===== src/rtl/cordic_pkg.sv =====
// cordic_pkg: shared constants for the pipelined CORDIC engine.
//   ATAN_BAM      : atan(2^-i) as a binary angle with full circle = 2^40, i = 0..31
//   atan_const    : ATAN_BAM[i] rounded to a w-bit binary angle
//   cordic_mode_e : per-sample mode encoding (MODE_ROT / MODE_VEC)
//   CORDIC_K_Q1_30: CORDIC gain K (~1.64676) in Q1.30, for downstream compensation
package cordic_pkg;

  typedef enum logic {
    MODE_ROT = 1'b0,
    MODE_VEC = 1'b1
  } cordic_mode_e;

  localparam int ATAN_BITS    = 40;
  localparam int ATAN_ENTRIES = 32;

  localparam logic [ATAN_BITS-1:0] ATAN_BAM [0:ATAN_ENTRIES-1] = '{
    40'd137438953472, 40'd81134951936,  40'd42869480192,  40'd21761217536,
    40'd10922836750,  40'd5466743128,   40'd2734038625,   40'd1367102738,
    40'd683561799,    40'd341782203,    40'd170891265,    40'd85445653,
    40'd42722829,     40'd21361415,     40'd10680707,     40'd5340354,
    40'd2670177,      40'd1335088,      40'd667544,       40'd333772,
    40'd166886,       40'd83443,        40'd41722,        40'd20861,
    40'd10430,        40'd5215,         40'd2608,         40'd1304,
    40'd652,          40'd326,          40'd163,          40'd81
  };

  localparam logic [31:0] CORDIC_K_Q1_30 = 32'd1768195363;

  // Round-half-up of the 40-bit table entry down to a w-bit angle (w <= 32).
  function automatic logic [31:0] atan_const(input int i, input int w);
    logic [ATAN_BITS-1:0] r;
    r = ATAN_BAM[i] + (40'd1 << (39 - w));
    return 32'(r >> (40 - w));
  endfunction

endpackage


===== src/rtl/cordic_stage.sv =====
// cordic_stage: one registered CORDIC micro-rotation.
//   clk, rst          : clock, async active-high reset (clears valid and data)
//   en                : pipeline advance; all registers hold when low
//   in_valid, in_mode : slot valid and mode travelling with the data
//   x_in, y_in        : WIDTH+2 signed coordinates
//   z_in              : WIDTH-bit binary angle (wraps modulo 2^WIDTH)
//   out_*             : registered results of this micro-rotation
module cordic_stage
  import cordic_pkg::*;
#(
  parameter int               WIDTH = 16,
  parameter int               SHIFT = 0,
  parameter logic [WIDTH-1:0] ATAN  = '0
) (
  input  logic                    clk,
  input  logic                    rst,
  input  logic                    en,
  input  logic                    in_valid,
  input  logic                    in_mode,
  input  logic signed [WIDTH+1:0] x_in,
  input  logic signed [WIDTH+1:0] y_in,
  input  logic        [WIDTH-1:0] z_in,
  output logic                    out_valid,
  output logic                    out_mode,
  output logic signed [WIDTH+1:0] x_out,
  output logic signed [WIDTH+1:0] y_out,
  output logic        [WIDTH-1:0] z_out
);

  logic signed [WIDTH+1:0] x_sh;
  logic signed [WIDTH+1:0] y_sh;
  logic                    d_pos;

  assign x_sh = x_in >>> SHIFT;
  assign y_sh = y_in >>> SHIFT;

  // Rotation drives z toward zero; vectoring drives y toward zero.
  assign d_pos = (in_mode == MODE_VEC) ? y_in[WIDTH+1] : ~z_in[WIDTH-1];

  always_ff @(posedge clk or posedge rst) begin
    if (rst) begin
      out_valid <= 1'b0;
      out_mode  <= 1'b0;
      x_out     <= '0;
      y_out     <= '0;
      z_out     <= '0;
    end else if (en) begin
      out_valid <= in_valid;
      out_mode  <= in_mode;
      if (d_pos) begin
        x_out <= x_in - y_sh;
        y_out <= y_in + x_sh;
        z_out <= z_in - ATAN;
      end else begin
        x_out <= x_in + y_sh;
        y_out <= y_in - x_sh;
        z_out <= z_in + ATAN;
      end
    end
  end

endmodule


===== src/rtl/cordic_pipe.sv =====
// cordic_pipe: fully pipelined CORDIC, rotation or vectoring per sample.
//   clk, rst            : clock, async active-high reset
//   in_valid / in_ready : input handshake; in_ready is the global advance enable
//   in_mode             : 0 = rotation, 1 = vectoring
//   x_in, y_in          : signed WIDTH-bit coordinates
//   z_in                : unsigned binary angle, full circle = 2^WIDTH
//   out_valid/out_ready : output handshake; output holds while stalled
//   out_mode            : mode of the result sample
//   x_out, y_out        : signed WIDTH+2 results, scaled by CORDIC gain K
//   z_out               : residual (rotation) or accumulated (vectoring) angle
// Latency is STAGES+1 cycles: one pre-rotation register plus STAGES stages.
module cordic_pipe
  import cordic_pkg::*;
#(
  parameter int WIDTH  = 16,
  parameter int STAGES = 14
) (
  input  logic                    clk,
  input  logic                    rst,
  input  logic                    in_valid,
  output logic                    in_ready,
  input  logic                    in_mode,
  input  logic        [WIDTH-1:0] x_in,
  input  logic        [WIDTH-1:0] y_in,
  input  logic        [WIDTH-1:0] z_in,
  output logic                    out_valid,
  input  logic                    out_ready,
  output logic                    out_mode,
  output logic signed [WIDTH+1:0] x_out,
  output logic signed [WIDTH+1:0] y_out,
  output logic        [WIDTH-1:0] z_out
);

  localparam int XW = WIDTH + 2;
  localparam logic [WIDTH-1:0] HALF_TURN = {1'b1, {(WIDTH-1){1'b0}}};

  if (WIDTH < 8 || WIDTH > 32) begin : g_bad_width
    $error("cordic_pipe: WIDTH must be in 8..32");
  end
  if (STAGES < 4 || STAGES > WIDTH) begin : g_bad_stages
    $error("cordic_pipe: STAGES must be in 4..WIDTH");
  end

  // One enable for the whole pipe: advance whenever the output slot is free
  // or being consumed. Bubbles advance too, so nothing is collapsed.
  logic en;
  assign en       = out_ready | ~out_valid;
  assign in_ready = en;

  // ---------------------------------------------------------------------
  // Quadrant pre-rotation: fold the input into the +/-90 degree range the
  // micro-rotations can reach by a 180 degree turn (negate x/y, add half turn).
  // ---------------------------------------------------------------------
  logic signed [XW-1:0] x_ext;
  logic signed [XW-1:0] y_ext;
  logic                 flip;

  assign x_ext = {{2{x_in[WIDTH-1]}}, x_in};
  assign y_ext = {{2{y_in[WIDTH-1]}}, y_in};
  assign flip  = (in_mode == MODE_VEC) ? x_in[WIDTH-1]
                                       : (z_in[WIDTH-1] ^ z_in[WIDTH-2]);

  logic                 pre_valid;
  logic                 pre_mode;
  logic signed [XW-1:0] pre_x;
  logic signed [XW-1:0] pre_y;
  logic [WIDTH-1:0]     pre_z;

  always_ff @(posedge clk or posedge rst) begin
    if (rst) begin
      pre_valid <= 1'b0;
      pre_mode  <= 1'b0;
      pre_x     <= '0;
      pre_y     <= '0;
      pre_z     <= '0;
    end else if (en) begin
      pre_valid <= in_valid;
      pre_mode  <= in_mode;
      if (flip) begin
        pre_x <= -x_ext;
        pre_y <= -y_ext;
        pre_z <= z_in + HALF_TURN;
      end else begin
        pre_x <= x_ext;
        pre_y <= y_ext;
        pre_z <= z_in;
      end
    end
  end

  // ---------------------------------------------------------------------
  // Micro-rotation chain
  // ---------------------------------------------------------------------
  logic                 v_s [STAGES];
  logic                 m_s [STAGES];
  logic signed [XW-1:0] x_s [STAGES];
  logic signed [XW-1:0] y_s [STAGES];
  logic [WIDTH-1:0]     z_s [STAGES];

  for (genvar i = 0; i < STAGES; i++) begin : g_stage
    logic                 v_i;
    logic                 m_i;
    logic signed [XW-1:0] x_i;
    logic signed [XW-1:0] y_i;
    logic [WIDTH-1:0]     z_i;

    if (i == 0) begin : g_first
      assign v_i = pre_valid;
      assign m_i = pre_mode;
      assign x_i = pre_x;
      assign y_i = pre_y;
      assign z_i = pre_z;
    end else begin : g_chain
      assign v_i = v_s[i-1];
      assign m_i = m_s[i-1];
      assign x_i = x_s[i-1];
      assign y_i = y_s[i-1];
      assign z_i = z_s[i-1];
    end

    cordic_stage #(
      .WIDTH (WIDTH),
      .SHIFT (i),
      .ATAN  (WIDTH'(atan_const(i, WIDTH)))
    ) u_stage (
      .clk       (clk),
      .rst       (rst),
      .en        (en),
      .in_valid  (v_i),
      .in_mode   (m_i),
      .x_in      (x_i),
      .y_in      (y_i),
      .z_in      (z_i),
      .out_valid (v_s[i]),
      .out_mode  (m_s[i]),
      .x_out     (x_s[i]),
      .y_out     (y_s[i]),
      .z_out     (z_s[i])
    );
  end

  assign out_valid = v_s[STAGES-1];
  assign out_mode  = m_s[STAGES-1];
  assign x_out     = x_s[STAGES-1];
  assign y_out     = y_s[STAGES-1];
  assign z_out     = z_s[STAGES-1];

endmodule


===== config.mk =====
export PLATFORM = sky130hd
export DESIGN_NAME = cordic_pipe
export DESIGN_NICKNAME = d
export VERILOG_FILES = /design/src/rtl/cordic_pkg.sv /design/src/rtl/cordic_stage.sv /design/src/rtl/cordic_pipe.sv
export SDC_FILE = /design/constraint.sdc
export NUM_CORES = 2
export LEC_CHECK = 0
export BUFFER_PORTS_ARGS = -buffer_cell sky130_fd_sc_hd__buf_4
export CORE_ASPECT_RATIO = 0.7
export CORE_MARGIN = 10
export CORE_UTILIZATION = 40
export DETAILED_ROUTE_END_ITERATION = 10
export HOLD_SLACK_MARGIN = 0.02
export PLACE_DENSITY = 0.57
export SETUP_SLACK_MARGIN = 0.1
export SLEW_MARGIN = 20
export SYNTH_ARGS = -nofsm -noshare
export SYNTH_HDL_FRONTEND = slang
export SYNTH_HIERARCHICAL = 1
export SYNTH_SLANG_ARGS = --single-unit

===== constraint.sdc =====
create_clock -name clk -period 11.1 [get_ports clk]
set_clock_uncertainty 0.1 [all_clocks]
set_input_delay 2.22 -clock clk [delete_from_list [all_inputs] [get_ports clk]]
set_output_delay 2.22 -clock clk [all_outputs]
set_load 0.02 [all_outputs]

* Yosys cells after proc, flatten, opt, wreduce, memory -nomap -nowiden
Index checks and enable logic that the tools add are counted.
** Operators by class
- Add/subtract/negate cells :: 86
- Muxes and demuxes :: 60
- Bitwise gates (word level) :: 17
** Operators with widths (count)
- $mux 18 :: 30
- $mux 16 :: 15
- $add 18x10->18 :: 2
- $add 18x11->18 :: 2
- $add 18x12->18 :: 2
- $add 18x13->18 :: 2
- $add 18x14->18 :: 2
- $add 18x15->18 :: 2
- $add 18x16->18 :: 2
- $add 18x17->18 :: 2
- $add 18x5->18 :: 2
- $add 18x6->18 :: 2
- $add 18x7->18 :: 2
- $add 18x8->18 :: 2
- $add 18x9->18 :: 2
- $neg 16->18 :: 2
- $sub 18x10->18 :: 2
- $sub 18x11->18 :: 2
- $sub 18x12->18 :: 2
- $sub 18x13->18 :: 2
- $sub 18x14->18 :: 2
- $sub 18x15->18 :: 2
- $sub 18x16->18 :: 2
- $sub 18x17->18 :: 2
- 40 further kinds :: 74
** Word-level totals
- Bits in registers :: 810
- Logic and storage cells :: 238

* Depth between registers and ports, before layout
- Depth after elaboration :: 3
- Gate-level depth with buffers :: 17
- Depth with buffers taken out :: 15

* By module
Netlist, hierarchy kept.
** Modules (own cells, without submodules)
- cordic_stage at g_stage[4].u_stage :: instances 1, cells an instance 604, area an instance 5227.5 µm², seq. area each 1351.3 µm²
- cordic_stage at g_stage[6].u_stage :: instances 1, cells an instance 584, area an instance 5098.6 µm², seq. area each 1351.3 µm²
- cordic_stage at g_stage[1].u_stage :: instances 1, cells an instance 580, area an instance 5003.5 µm², seq. area each 1351.3 µm²
- cordic_stage at g_stage[7].u_stage :: instances 1, cells an instance 567, area an instance 4968.5 µm², seq. area each 1351.3 µm²
- cordic_stage at g_stage[2].u_stage :: instances 1, cells an instance 564, area an instance 4961.0 µm², seq. area each 1351.3 µm²
- cordic_stage at g_stage[12].u_stage :: instances 1, cells an instance 556, area an instance 4954.8 µm², seq. area each 1351.3 µm²
- cordic_stage at g_stage[5].u_stage :: instances 1, cells an instance 562, area an instance 4952.2 µm², seq. area each 1351.3 µm²
- cordic_stage at g_stage[9].u_stage :: instances 1, cells an instance 572, area an instance 4949.7 µm², seq. area each 1351.3 µm²
- cordic_stage at g_stage[10].u_stage :: instances 1, cells an instance 563, area an instance 4933.5 µm², seq. area each 1351.3 µm²
- cordic_stage at g_stage[3].u_stage :: instances 1, cells an instance 557, area an instance 4890.9 µm², seq. area each 1351.3 µm²
- cordic_stage at g_stage[11].u_stage :: instances 1, cells an instance 547, area an instance 4880.9 µm², seq. area each 1351.3 µm²
- cordic_stage at g_stage[8].u_stage :: instances 1, cells an instance 525, area an instance 4800.9 µm², seq. area each 1351.3 µm²
- cordic_stage at g_stage[13].u_stage :: instances 1, cells an instance 552, area an instance 4789.6 µm², seq. area each 1351.3 µm²
- cordic_stage at g_stage[0].u_stage :: instances 1, cells an instance 547, area an instance 4780.8 µm², seq. area each 1326.3 µm²
- cordic_pipe :: instances 1, cells an instance 298, area an instance 2673.8 µm², seq. area each 1351.3 µm²

* Worst setup path before layout
OpenSTA, ideal clock, no wires.
- Path type :: input to output
- Start :: input port out_ready
- End :: output port in_ready
- Arrival :: 3.718 ns
- Data required time :: 8.780 ns
- Path slack :: 5.062 ns
- Stages on the path :: 4
- Buffers on the path :: 2
- Cell sequence :: and2b_2 -> clkbuf_1 -> clkinv_1 -> clkbuf_1
** On the way
- Word-level cells in the longest chain between the ends :: 1
** Ends and longest elaborated chain
- start: declaration :: line cordic_pipe.sv:27 : input logic out_ready,
- $or 1x1->1 :: line cordic_pipe.sv:47 : assign en = out_ready | ~out_valid;
- end: declaration :: line cordic_pipe.sv:21 : output logic in_ready,
Every way passes these cells.

* Worst setup path after layout
Ends and elaborated chain as after synthesis.

==> results.cfg <==
[floorplan]
initial_core_util_pct = 40.1
die_x_um = 527
die_h_um = 375
core_area_mm2 = 0.179
dieArea_mm2 = 0.197
rows = 130
io_pins = 108

[cts]
cts.sinks = 809
clk_latency_ps = 770
root_buffer = clkbuf_16
cts_tree = done
numCtsBuffers = 95
clk_path_buf_depth = 3
post_cts_buffers = 0
cts_hold_buffers = 0
clk_pin_slew_ps = 60
cts.htree.levels = 3
cts_resized = 0

[cells_and_area]
final_common_cell = dfrtp_1
finalNetCount = 8999
areaGrowthSynthToFinish_pct = 9.00
drive_gt1_share_pct = 11.5
final_cell_mix = dfrtp_1, ha_1, a21oi_1

[sta]
tightestPinTransition_ps = 1100
slew_headroom_pct = 26.0
clock.fmax_mhz = 181
period_minus_slack_ps = 5520
period_share_pct = 49.7
hold_viol_final = 0
rsz0062_at_grt = no
drv_slew = 0
tns_ps = 0
setup_viol = 0

[flow_run]
drv_cap = 0

[global_routing]
grtUsageMet1_pct = 38.1
gr-usage-met3_pct = 5.54
busiest_layer = met1
grt_use_total_pct = 21.9
antenna_found_initial = 2
grt_overflow = 0
grt_max_degree = 156
grt_pass1_wl_um = 352000
met2_usage_pct = 25.8
grt_pass1_vias = 58500

[logic_synthesis]
ys_top_cells_by_area = dfrtp_1, ha_1, mux2_2
synth_warnings = 6
synth_edf_count = 0
synth-seq-cells = 809
synth-xor-area-share_pct = 8.14
synth_cell_types = 145
synth_top_area_share_pct = 28.2
synth.area.mux_share_pct = 6.58
synthAdderAreaFrac_pct = 13.9
synth-simple-area-share_pct = 15.8
synth_area_per_cell_um2 = 8.79
mappedNetlistArea_mm2 = 0.0719
syn_inst = 8178
synth_top_cell_by_area = dfrtp_1
ys.flop_type = dfrtp_1
syn_nets = 9002
synth_compound_area_share_pct = 23.9
synthArstFlopShare_pct = 100
synth_seq_area_share_pct = 28.2
synth_top_family_by_area = compound AO/OA/AOI/OAI gates

[routing]
vias = 63100
via_per_inst = 5.94
drtIter0Drc = 6414
drtAntennaViolNets = 0
drc = 0
wirelength_um = 224000
dr.pass1.iters = 6
wire_per_inst_um = 21.1

[min_path]
hold_path.class = reg -> reg
min_path_cells = 2

[worst_setup_path]
cp_cell_sequence = buf_4 > and2b_2 > inv_8 > buf_4
r2r_cells = 13
path_buf_inv = 3
cp_max_fo = 54
crit_top_cell = buf_4
worstSetupEndpointType = primary output
crit_arrival_ps = 3200
worstPathRequired_ps = 8780
worstSetupPathType = in -> out
path_depth = 4
slowest_delay_ps = 340
slowest_stage = inv_8
start_kind = input pin
path_delay_family = buffers and inverters

[placement]
gp_congestion = 0.921
io_buffers = 107
dp_hpwl_um = 178000

[status]
status = finished, final reports clean
[registers in the layout, summed over array words and instances, names as in the netlist]
register and count:
g_stage.u_stage/x_out 251, g_stage.m_i 1, g_stage.z_i 16, g_stage.v_i 1
g_stage.y_i 18, g_stage.x_i 18, g_stage.u_stage/y_out 252, g_stage.u_stage/out_mode 14
g_stage.u_stage/z_out 224, g_stage.u_stage/out_valid 14
[cells by family (layout without fill, tap and decap cells)]
family | Yosys count | in the layout
other | 0 | 1
AOI/OAI and AO/OA | 2568 | 2568
adders and majority gates | 771 | 771
and+or+nand+nor | 2319 | 2319
DFF | 809 | 809
xor gates and xnor gates | 666 | 666
muxes | 423 | 423
buffers and inverters | 622 | 697
[synth_stat cells (all sizes together), types with 66 or more instances]
cell type    n
a211oi     159
a21o       215
a21oi      734
a31oi       71
buf         77
clkbuf     192
dfrtp      809
ha         728
inv        343
mux2       379
nand2      693
nand2b      76
nand3      132
nand4       79
nor2       665
nor2b       82
nor3       200
o21a       144
o21ai      530
o21bai      66
o31ai      120
xnor2      431
xor2       235
[per-stage QoR]
| step | cells | util (%) | hold WS (ps) | cell area [µm²] | setup slack [ps] |
|---|---|---|---|---|---|
| final | 10600 | 43.7 | 374 | 78300 | 5580 |
| after global routing | 10600 | 43.7 | 400 | 78300 | 5490 |
| after CTS | 10600 | 43.7 | 372 | 78300 | 5560 |
| after detailed placement | 10500 | 41.8 | 359 | 74900 | 5560 |
| after global placement | 10500 | 41.8 | 353 | 74900 | 5570 |
| after floorplan | 8178 | - | 333 | 71900 | 5060 |
[layer usage]
layer	part of all wire [%]	up-vias
met4	1.1	0
met5	0	-
met2	34	1977
met1	56	30800
met3	9.2	151
li1	-	30200
[layout make-up]
| class | instances | area [µm²] |
|---|---|---|
| Antenna cell | 1 | 2.50 |
| Multi-Input combinational cell | 6747 | 49100 |
| Timing Repair Buffer | 170 | 1300 |
| Clock buffer | 114 | 2550 |
| Clock inverter | 61 | 875 |
| Inverter | 352 | 1330 |
| Sequential cell | 809 | 20200 |
| Fill cell | 17400 | 101000 |
| Tap cell | 2376 | 2970 |
[path summary, 6_finish.rpt]
kind,to,slack [ps],start
min reg2reg,g_stage[0].z_i[5]$_DFFE_PP0P_,370,g_stage[0].z_i[5]$_DFFE_PP0P_
min,g_stage[0].z_i[5]$_DFFE_PP0P_,370,g_stage[0].z_i[5]$_DFFE_PP0P_
max in group asynchronous,g_stage[5].u_stage/y_out[1]$_DFFE_PP0P_,8430,rst
max,in_ready,5580,out_ready
min in group asynchronous,g_stage[5].u_stage/z_out[15]$_DFFE_PP0P_,1520,rst
max reg2reg,g_stage[7].u_stage/y_out[10]$_DFFE_PP0P_,5880,g_stage[6].u_stage/y_out[17]$_DFFE_PP0P_
[worst register-to-register path, cell delays in order, from the launching register on]
cell	delay, ps
dfrtp_1	560
or2b_2	390
nand2_1	570
clkinv_1	560
buf_4	350
nor2_1	130
xor2_1	330
ha_1	360
a211oi_1	410
o21ai_0	400
a21oi_1	370
o21ai_0	160
xor2_1	150
mux2_2	260
Power is left out: the tool's default activity adds up to more than one toggle a clock period on the data nets, which glitch-free logic cannot reach.
